### src/rtl/fetch_request_unit.sv
// Purpose: PC generator and i-cache request issuer feeding the instruction queue.
// Latency: requests come straight from registered pc; responses pass through to the queue with 0 latency.
// Backpressure: req_valid is held until req_ready; queue space is tracked with credits returned by q_deq.
module fetch_request_unit #(
    parameter logic [31:0] RESET_PC        = 32'h0000_0000,
    parameter int          QUEUE_DEPTH     = 8,
    parameter int          MAX_OUTSTANDING = 4
) (
    input  logic        clk,
    input  logic        rst_n,
    input  logic        redirect_valid,
    input  logic [31:0] redirect_pc,
    output logic        req_valid,
    input  logic        req_ready,
    output logic [31:0] req_pc,
    input  logic        rsp_valid,
    input  logic [31:0] rsp_data,
    input  logic [31:0] rsp_pc,
    output logic        out_valid,
    output logic [31:0] out_data,
    output logic [31:0] out_pc,
    input  logic        q_deq,
    output logic        q_flush,
    output logic        proto_err
);

    localparam int OW = $clog2(MAX_OUTSTANDING + 1);
    localparam int CW = $clog2(QUEUE_DEPTH + 1);
    localparam logic [OW-1:0] OUT_MAX  = OW'(MAX_OUTSTANDING);
    localparam logic [CW-1:0] CRED_MAX = CW'(QUEUE_DEPTH);

    typedef enum logic [1:0] {
        IDLE  = 2'd0,
        RUN   = 2'd1,
        DRAIN = 2'd2
    } state_t;

    state_t        state_q, state_d;
    logic [31:0]   pc_q, pc_d;
    logic [OW-1:0] outst_q, outst_d;
    logic [CW-1:0] cred_q, cred_d;
    logic          perr_q, perr_d;

    logic active;    // redirect is honoured only outside IDLE
    logic redir;
    logic rsp_ok;    // response that matches an in-flight request
    logic hs;        // request handshake

    // State register; synchronous active-low reset.
    always_ff @(posedge clk) begin
        if (!rst_n) begin
            state_q <= IDLE;
            pc_q    <= RESET_PC;
            outst_q <= '0;
            cred_q  <= CRED_MAX;
            perr_q  <= 1'b0;
        end else begin
            state_q <= state_d;
            pc_q    <= pc_d;
            outst_q <= outst_d;
            cred_q  <= cred_d;
            perr_q  <= perr_d;
        end
    end

    // Next-state and output logic: request issue, response forwarding, credit and redirect handling.
    always_comb begin
        active    = (state_q != IDLE);
        redir     = redirect_valid && active;
        rsp_ok    = rsp_valid && (outst_q != '0);
        req_valid = (state_q == RUN) && (cred_q != '0) && (outst_q != OUT_MAX) && !redirect_valid;
        hs        = req_valid && req_ready;
        out_valid = rsp_ok && (state_q == RUN) && !redirect_valid;
        q_flush   = redir;

        // A response with nothing in flight is dropped and latched as a protocol error.
        perr_d = perr_q || (rsp_valid && (outst_q == '0));

        outst_d = outst_q;
        if (hs && !rsp_ok) begin
            outst_d = outst_q + OW'(1);
        end else if (!hs && rsp_ok) begin
            outst_d = outst_q - OW'(1);
        end

        pc_d    = pc_q;
        cred_d  = cred_q;
        state_d = state_q;

        if (!active) begin
            // One bubble after reset before fetching starts.
            state_d = RUN;
        end else if (redir) begin
            // Queue is flushed this cycle, so all credits come back and any q_deq is moot.
            pc_d    = redirect_pc;
            cred_d  = CRED_MAX;
            state_d = (outst_d != '0) ? DRAIN : RUN;
        end else begin
            if (hs) begin
                pc_d = pc_q + 32'd4;
            end
            if (q_deq && !hs && (cred_q != CRED_MAX)) begin
                cred_d = cred_q + CW'(1);
            end else if (hs && !q_deq) begin
                cred_d = cred_q - CW'(1);
            end
            if ((state_q == DRAIN) && (outst_d == '0)) begin
                state_d = RUN;
            end
        end
    end

    assign req_pc    = pc_q;
    assign out_data  = rsp_data;
    assign out_pc    = rsp_pc;
    assign proto_err = perr_q;

endmodule
### config.mk
export PLATFORM = sky130hd
export DESIGN_NAME = fetch_request_unit
export DESIGN_NICKNAME = d
export VERILOG_FILES = /design/src/rtl/fetch_request_unit.sv
export SDC_FILE = /design/constraint.sdc
export NUM_CORES = 1
export LEC_CHECK = 0
export BUFFER_PORTS_ARGS = -buffer_cell sky130_fd_sc_hd__buf_4
export CAP_MARGIN = 10
export CORE_ASPECT_RATIO = 0.9
export CORE_MARGIN = 5
export CORE_UTILIZATION = 35
export CTS_CLUSTER_SIZE = 12
export DETAILED_ROUTE_END_ITERATION = 8
export PLACE_DENSITY = 0.68
export SYNTH_ARGS = -nofsm -noshare
export SYNTH_HDL_FRONTEND = slang
export SYNTH_SLANG_ARGS = --single-unit
### constraint.sdc
create_clock -name clk -period 3.4 [get_ports clk]
set_input_delay 0.51 -clock clk [delete_from_list [all_inputs] [get_ports clk]]
set_output_delay 0.51 -clock clk [all_outputs]
set_load 0.01 [all_outputs]
# --- Yosys cells after proc, flatten, opt, wreduce, memory -nomap -nowiden ---
# Index checks and enable logic that the tools add are counted.
# Widths: inputs -> output; s select.
totals:
  wordCells: 59
  output_inout_bits: 100
  input_bits: 102
  reg_bits: 42
  latchBits: 0
  rom_bits: 0
  mem_count: 0
  ramBits: 0
classes:
  eq_ne: 5
  muxes: 11
  n_lt_le_gt_ge: 0
  multipliers: 0
  bitwise_logic: 0
  reduce_logical: 32
  div: 0
  shift: 0
  addsub: 5
op_table:
  columns: ["op", "count"]
  rows:
  - ["$mux 32", 2]
  - ["$add 32x3->32 const B", 1]
  - ["$logic_and 1x1->1", 15]
  - ["$mux 4", 3]
  - ["$reduce_bool 3->1", 3]
  - ["$logic_not 3->1", 2]
  - ["$mux 2", 3]
  - ["$mux 3", 2]
  - ["$reduce_and 2->1", 3]
  - ["$reduce_bool 2->1", 3]
  - ["$add 4x1->4 const B", 1]
  - ["$logic_not 1->1", 4]
  - ["$ne 4x4->1 const B", 1]
  - ["$reduce_bool 4->1", 1]
  - ["$sub 4x1->4 const B", 1]
  - ["$add 3x1->3 const B", 1]
  - ["$ne 3x2->1 const B", 1]
  - ["$ne 3x3->1 const B", 1]
  - ["$sub 3x1->3 const B", 1]
  - ["$eq 2x1->1 const B", 1]
  - ["$eq 2x2->1 const B", 1]
  - ["$logic_or 1x1->1", 1]
  - ["$mux 1", 1]

# --- Logic depth before layout (Yosys ltp) ---
logic_depth:
  depth_word: 14
  depth_mapped: 12
  depth_no_buf: 12

# --- Worst setup path before layout ---
# No wires, ideal clock.
synth_timing:
  kind: "input to register"
  startpoint: "input redirect_valid"
  endpoint: "register cred_q[3]"
  setup_ns: 0.136
  cell_stages: 11
  t_arrival_ns: 2.679
  setup_slack_ns: 0.585
  n_path_buf: 1
  required_ns: 3.264
  path_cell_list: "or3b_1 clkbuf_2 o31ai_1 a21o_1 ha_1 a21o_1 a21o_1 nor3_1 a31oi_1 a2111oi_0 o21ai_0"
synth_via:
  elab_chain_cells: 8
  word_cells_on_any_way: 12
  classes_between: "mux: 2; reduce/logical: 10"
synth_rtl:
  columns: ["item", "line", "text"]
  rows:
  - ["start: declaration", "11", "input logic redirect_valid,"]
  - ["$logic_not 1->1", "71", "req_valid = (state_q == RUN) && (cred_q != '0) && (outst_q != OUT_MAX) && !redirect_valid;"]
  - ["$logic_and 1x1->1", "71", null]
  - ["$logic_and 1x1->1", "72", "hs = req_valid && req_ready;"]
  - ["$logic_not 1->1", "102", "if (q_deq && !hs && (cred_q != CRED_MAX)) begin"]
  - ["$logic_and 1x1->1 (2 in series)", "102", null]
  - ["$reduce_bool 3->1 (no line) or $mux 4 (tied branches)", null, null]
  - ["$reduce_and 2->1 (no line) or $mux 4 (tied branches)", null, null]
  - ["end signal: assignment", "61", "cred_q <= cred_d;"]
  - ["end: declaration", "41", "logic [CW-1:0] cred_q, cred_d;"]
# Parallel ways exist; a longest one is shown, timed or not.
# A chain may end at the register's enable or synchronous reset.

# --- Worst setup path in the final report ---
layout_timing:
  startpoint: "register outst_q[0]"
  endpoint: "register cred_q[3]"
layout_via:
  elab_chain_cells: 9
  word_cells_on_any_way: 12
  classes_between: "eq/ne: 1; mux: 2; reduce/logical: 9"
layout_rtl:
  columns: ["item", "line", "text"]
  rows:
  - ["start: declaration", "40", "logic [OW-1:0] outst_q, outst_d;"]
  - ["start signal: assignment", "60", "outst_q <= outst_d;"]
  - ["$ne 3x3->1 (*)", "71", null]
  - ["$logic_and 1x1->1 (*) (2 in series)", "71", null]
  - ["$logic_and 1x1->1 (*)", "72", null]
  - ["$logic_not 1->1", "102", null]
  - ["$logic_and 1x1->1 (2 in series)", "102", null]
  - ["$reduce_bool 3->1 (no line) or $mux 4 (tied branches)", null, null]
  - ["$reduce_and 2->1 (no line) or $mux 4 (tied branches)", null, null]
# Mark *: on every way between the ends. The rest lies on a longest branch, timed or not.

==> run_results.csv <==
group,metric,value,unit
worst_hold_path,hp-start,"redirect_pc[0]",
timing,tns,0,ps
pwr,power.density,529,mW/mm^2
setup_path,critical-path-top-delay-family,"compound AO/OA/AOI/OAI gates",
global_routing,globalRouteOverflowTotal,0,
detailed_routing,drc,0,
global_routing,grt_pass1_wl,13600,um
finish,insertedDiodeCount,0,
setup_path,worst-path-buf-inv,1,
setup_path,critPathCaptureType,"flip-flop",
pwr,p_leak,0.00130,uW
setup_path,cp_data_required_time,3570,ps
yosys,synth_warnings,0,
yosys,synthArstFlopShare,0,%
clock_tree,clk_pin_slew,80,ps
place,place_ws,269,ps
run_status,status,"completed",
die,floorplan.initialDensity,36.2,%
finish,layout.nets,527,
timing,setup_viol,0,
timing,skew,5.12,ps
detailed_routing,drtPass1Iterations,4,
finish,syn_to_final_growth,8.20,%
yosys,synth_fp_nets,524,
timing,fin_crit,3040,ps
worst_hold_path,whs_path_depth,3,
yosys,yosys_register_bits,42,
die,core_area,0.00869,mm^2
yosys,synth-main-ff-cell,"dfxtp_1",
die,placementRows,32,
clock_tree,post_cts_buffers,0,
detailed_routing,via_per_inst,5.43,
setup_path,ff2ff_path_depth,12,
detailed_routing,wl_met2,3850,um
setup_path,crit_slowest_cell,"dfxtp_1",
clock_tree,numCtsBuffers,5,
die,ioPinCount,202,
detailed_routing,via_count,2908,
setup_path,r2r-start,"outst_q[0]",
yosys,syn_inst,415,
yosys,ys_seq_area_share,26.7,%
detailed_routing,wl_met1,3840,um
global_routing,grt_pass1_vias,2774,
worst_hold_path,hold_end,"req_pc[0]",
worst_hold_path,hp-class,"in -> reg",
detailed_routing,routed_wl,8580,um
yosys,syn_area,0.00314,mm^2
setup_path,reg2reg_slack,360,ps
place,gp_congestion,0.877,
place,dpl-instance-area,0.00330,mm^2
timing,max_slew.worst_pin.slew,670,ps
setup_path,crit_path_start_kind,"flip-flop",
clock_tree,cts_sinks,42,
timing,relSlewSlack,55.4,%
die,dieArea,0.0110,mm^2
detailed_routing,met3_length,634,um
setup_path,critPathLaunch,"outst_q[0]",
clock_tree,clockBufferDepth,2,
die,die_w,110,um
setup_path,rr_endpoint,"cred_q[3]",
timing,rsz0062_at_grt,"false",
setup_path,crit_path_frequent_cell,"a21o_1",
timing,finalHoldViolations,0,
detailed_routing,drt-initial-drc-count,168,
clock_tree,cts_tree,"built",
detailed_routing,routedWlPerCell,16.0,um
yosys,postSynthAreaPerCell,7.58,um^2
yosys,synth.distinct_cells,61,
die,dieHeight,99.9,um
setup_path,cp_slowest_stage_delay,420,ps
place,portBuffers,73,
finish,final_layout_size_suffix_gt1_share,24.7,%
yosys,synth_edf_count,0,
pwr,max-vdd-ir-drop,0.206,mV
timing,max_freq,328,MHz
clock_tree,cts_resized,0,
run,drv_cap,0,
detailed_routing,dr.max_layer_used,"met4",
global_routing,grt_use_total,15.2,%
timing,drv_slew,0,
finish,finalInstanceArea,0.00340,mm^2
setup_path,critPathMaxFanout,5,
place,place_hpwl,6210,um
clock_tree,cts-htree-levels,2,
setup_path,worstPathCellList,"inv_1 -> ha_1 -> a21bo_2 -> o31ai_1 -> a21o_1 -> ha_1 -> a21o_1 -> a21o_1 -> nor3_1 -> a31oi_1 -> a2111oi_0 -> o21ai_0",
clock_tree,clock_latency,290,ps
clock_tree,root_buffer,"clkbuf_8",
setup_path,path_class,"reg -> reg",
detailed_routing,drtAntennaViolNets,0,
timing,fin_crit_sh,89.5,%
clock_tree,cts_hold_buf,0,
global_routing,antenna_found_initial,0,
timing,setup_ws,356,ps
global_routing,grt_start_max_net_pins,43,
setup_path,cp_data_arrival_time,3210,ps
-- worst register-to-register path, delay by kind of cell (launching register included) --
kind            cells  cell delay [ps]
compound gates      8             1710
fa+ha+maj           2              530
buf+inv             1              110
flops               1              420
simple gates        1              160
-- state kept, by name, summed over array words and instances, names as in the netlist --
name,count
req_pc,32
proto_err,1
outst_q,3
state_q,2
cred_q,4
-- synthesized netlist by cell type (all sizes together) (2+ instances only) --
| library cell | number | area (um^2) |
|---|---|---|
| o22ai | 6 | 43.8 |
| nor4 | 3 | 18.8 |
| a311oi | 2 | 17.5 |
| o31ai | 2 | 15.0 |
| nand2b | 4 | 25.0 |
| o21a | 2 | 15.0 |
| a21o | 4 | 30.0 |
| nor2b | 3 | 18.8 |
| ha | 6 | 75.1 |
| o221a | 5 | 56.3 |
| nor3 | 11 | 60.1 |
| and3 | 4 | 25.0 |
| nor2 | 46 | 173 |
| a21oi | 39 | 218 |
| a211oi | 11 | 87.6 |
| a22oi | 3 | 22.5 |
| buf | 72 | 543 |
| or3 | 2 | 12.5 |
| nand2 | 32 | 120 |
| a22o | 2 | 17.5 |
| o221ai | 4 | 35.0 |
| and2 | 3 | 18.8 |
| o21ai | 26 | 130 |
| xnor2 | 4 | 35.0 |
| clkinv | 2 | 7.51 |
| and4 | 3 | 26.3 |
| clkbuf | 13 | 50.0 |
| mux2i | 4 | 40.0 |
| inv | 11 | 41.3 |
| nand3 | 16 | 80.1 |
| nand4 | 6 | 37.5 |
| dfxtp | 42 | 841 |
| a31oi | 4 | 25.0 |
-- power breakdown --
group	internal (uW)	switching, uW
Combinational	354	443
Clock	157	169
Sequential	570	106
Total	1080	718
-- metal layers --
| metal | up-vias | global-route usage, % |
|---|---|---|
| li1 | 1421 | - |
| met1 | 1331 | 20.0 |
| met2 | 118 | 23.4 |
| met3 | 38 | 3.60 |
| met4 | 0 | 7.09 |
| met5 | - | 0 |
-- worst max path at each step --
stage | to | slack [ps] | depth (start not counted)
6_report | cred_q[3] | 360 | 12
2_1_floorplan | cred_q[3] | 580 | 11
3_5_place_dp | cred_q[3] | 270 | 11
3_3_place_gp | cred_q[3] | 320 | 11
5_1_grt | cred_q[3] | 90 | 12
4_1_cts | cred_q[3] | 380 | 12
-- layout by cell type, fill, tap and decap left out, types with 10 or more instances in the layout --
master / n
nor3_1: 10
nor2_1: 46
dfxtp_1: 42
nand2_1: 32
inv_1: 10
nand3_1: 16
a211oi_1: 10
buf_4: 80
a21oi_1: 37
o21ai_0: 25
-- metrics by stage --
stage	hold slack [ps]	cells	util, %	power (uW)
finish	458	536	39.2	1800
global route	458	536	39.2	1940
CTS	452	535	39.0	1810
detailed placement	450	529	38.0	1470
global placement	443	529	38.0	1450
floorplan	475	415	-	1310
-- final cells by class --
cell class	count	area [um^2]
flip-flops and latches	42	841
repair buffers	81	616
fillers	925	5290
well taps	119	149
inverters	13	48.8
clock buffers	6	82.6
multi-input cells	275	1670
-- cells by family (layout without fill, tap and decap cells) --
| group | after synthesis | count (layout) | share of synthesized area [%] |
|---|---|---|---|
| AO/OA/AOI/OAI | 121 | 121 | 25.9 |
| AND/OR/NAND/NOR | 138 | 138 | 21.1 |
| adder cells (fa/ha/maj) | 7 | 7 | 3.02 |
| buffers and inverters | 98 | 100 | 20.4 |
| multiplexers | 5 | 5 | 1.75 |
| flip-flops | 42 | 42 | 26.7 |
| XOR/XNOR | 4 | 4 | 1.11 |
No activity file was read; power rests on OpenSTA's default activity.
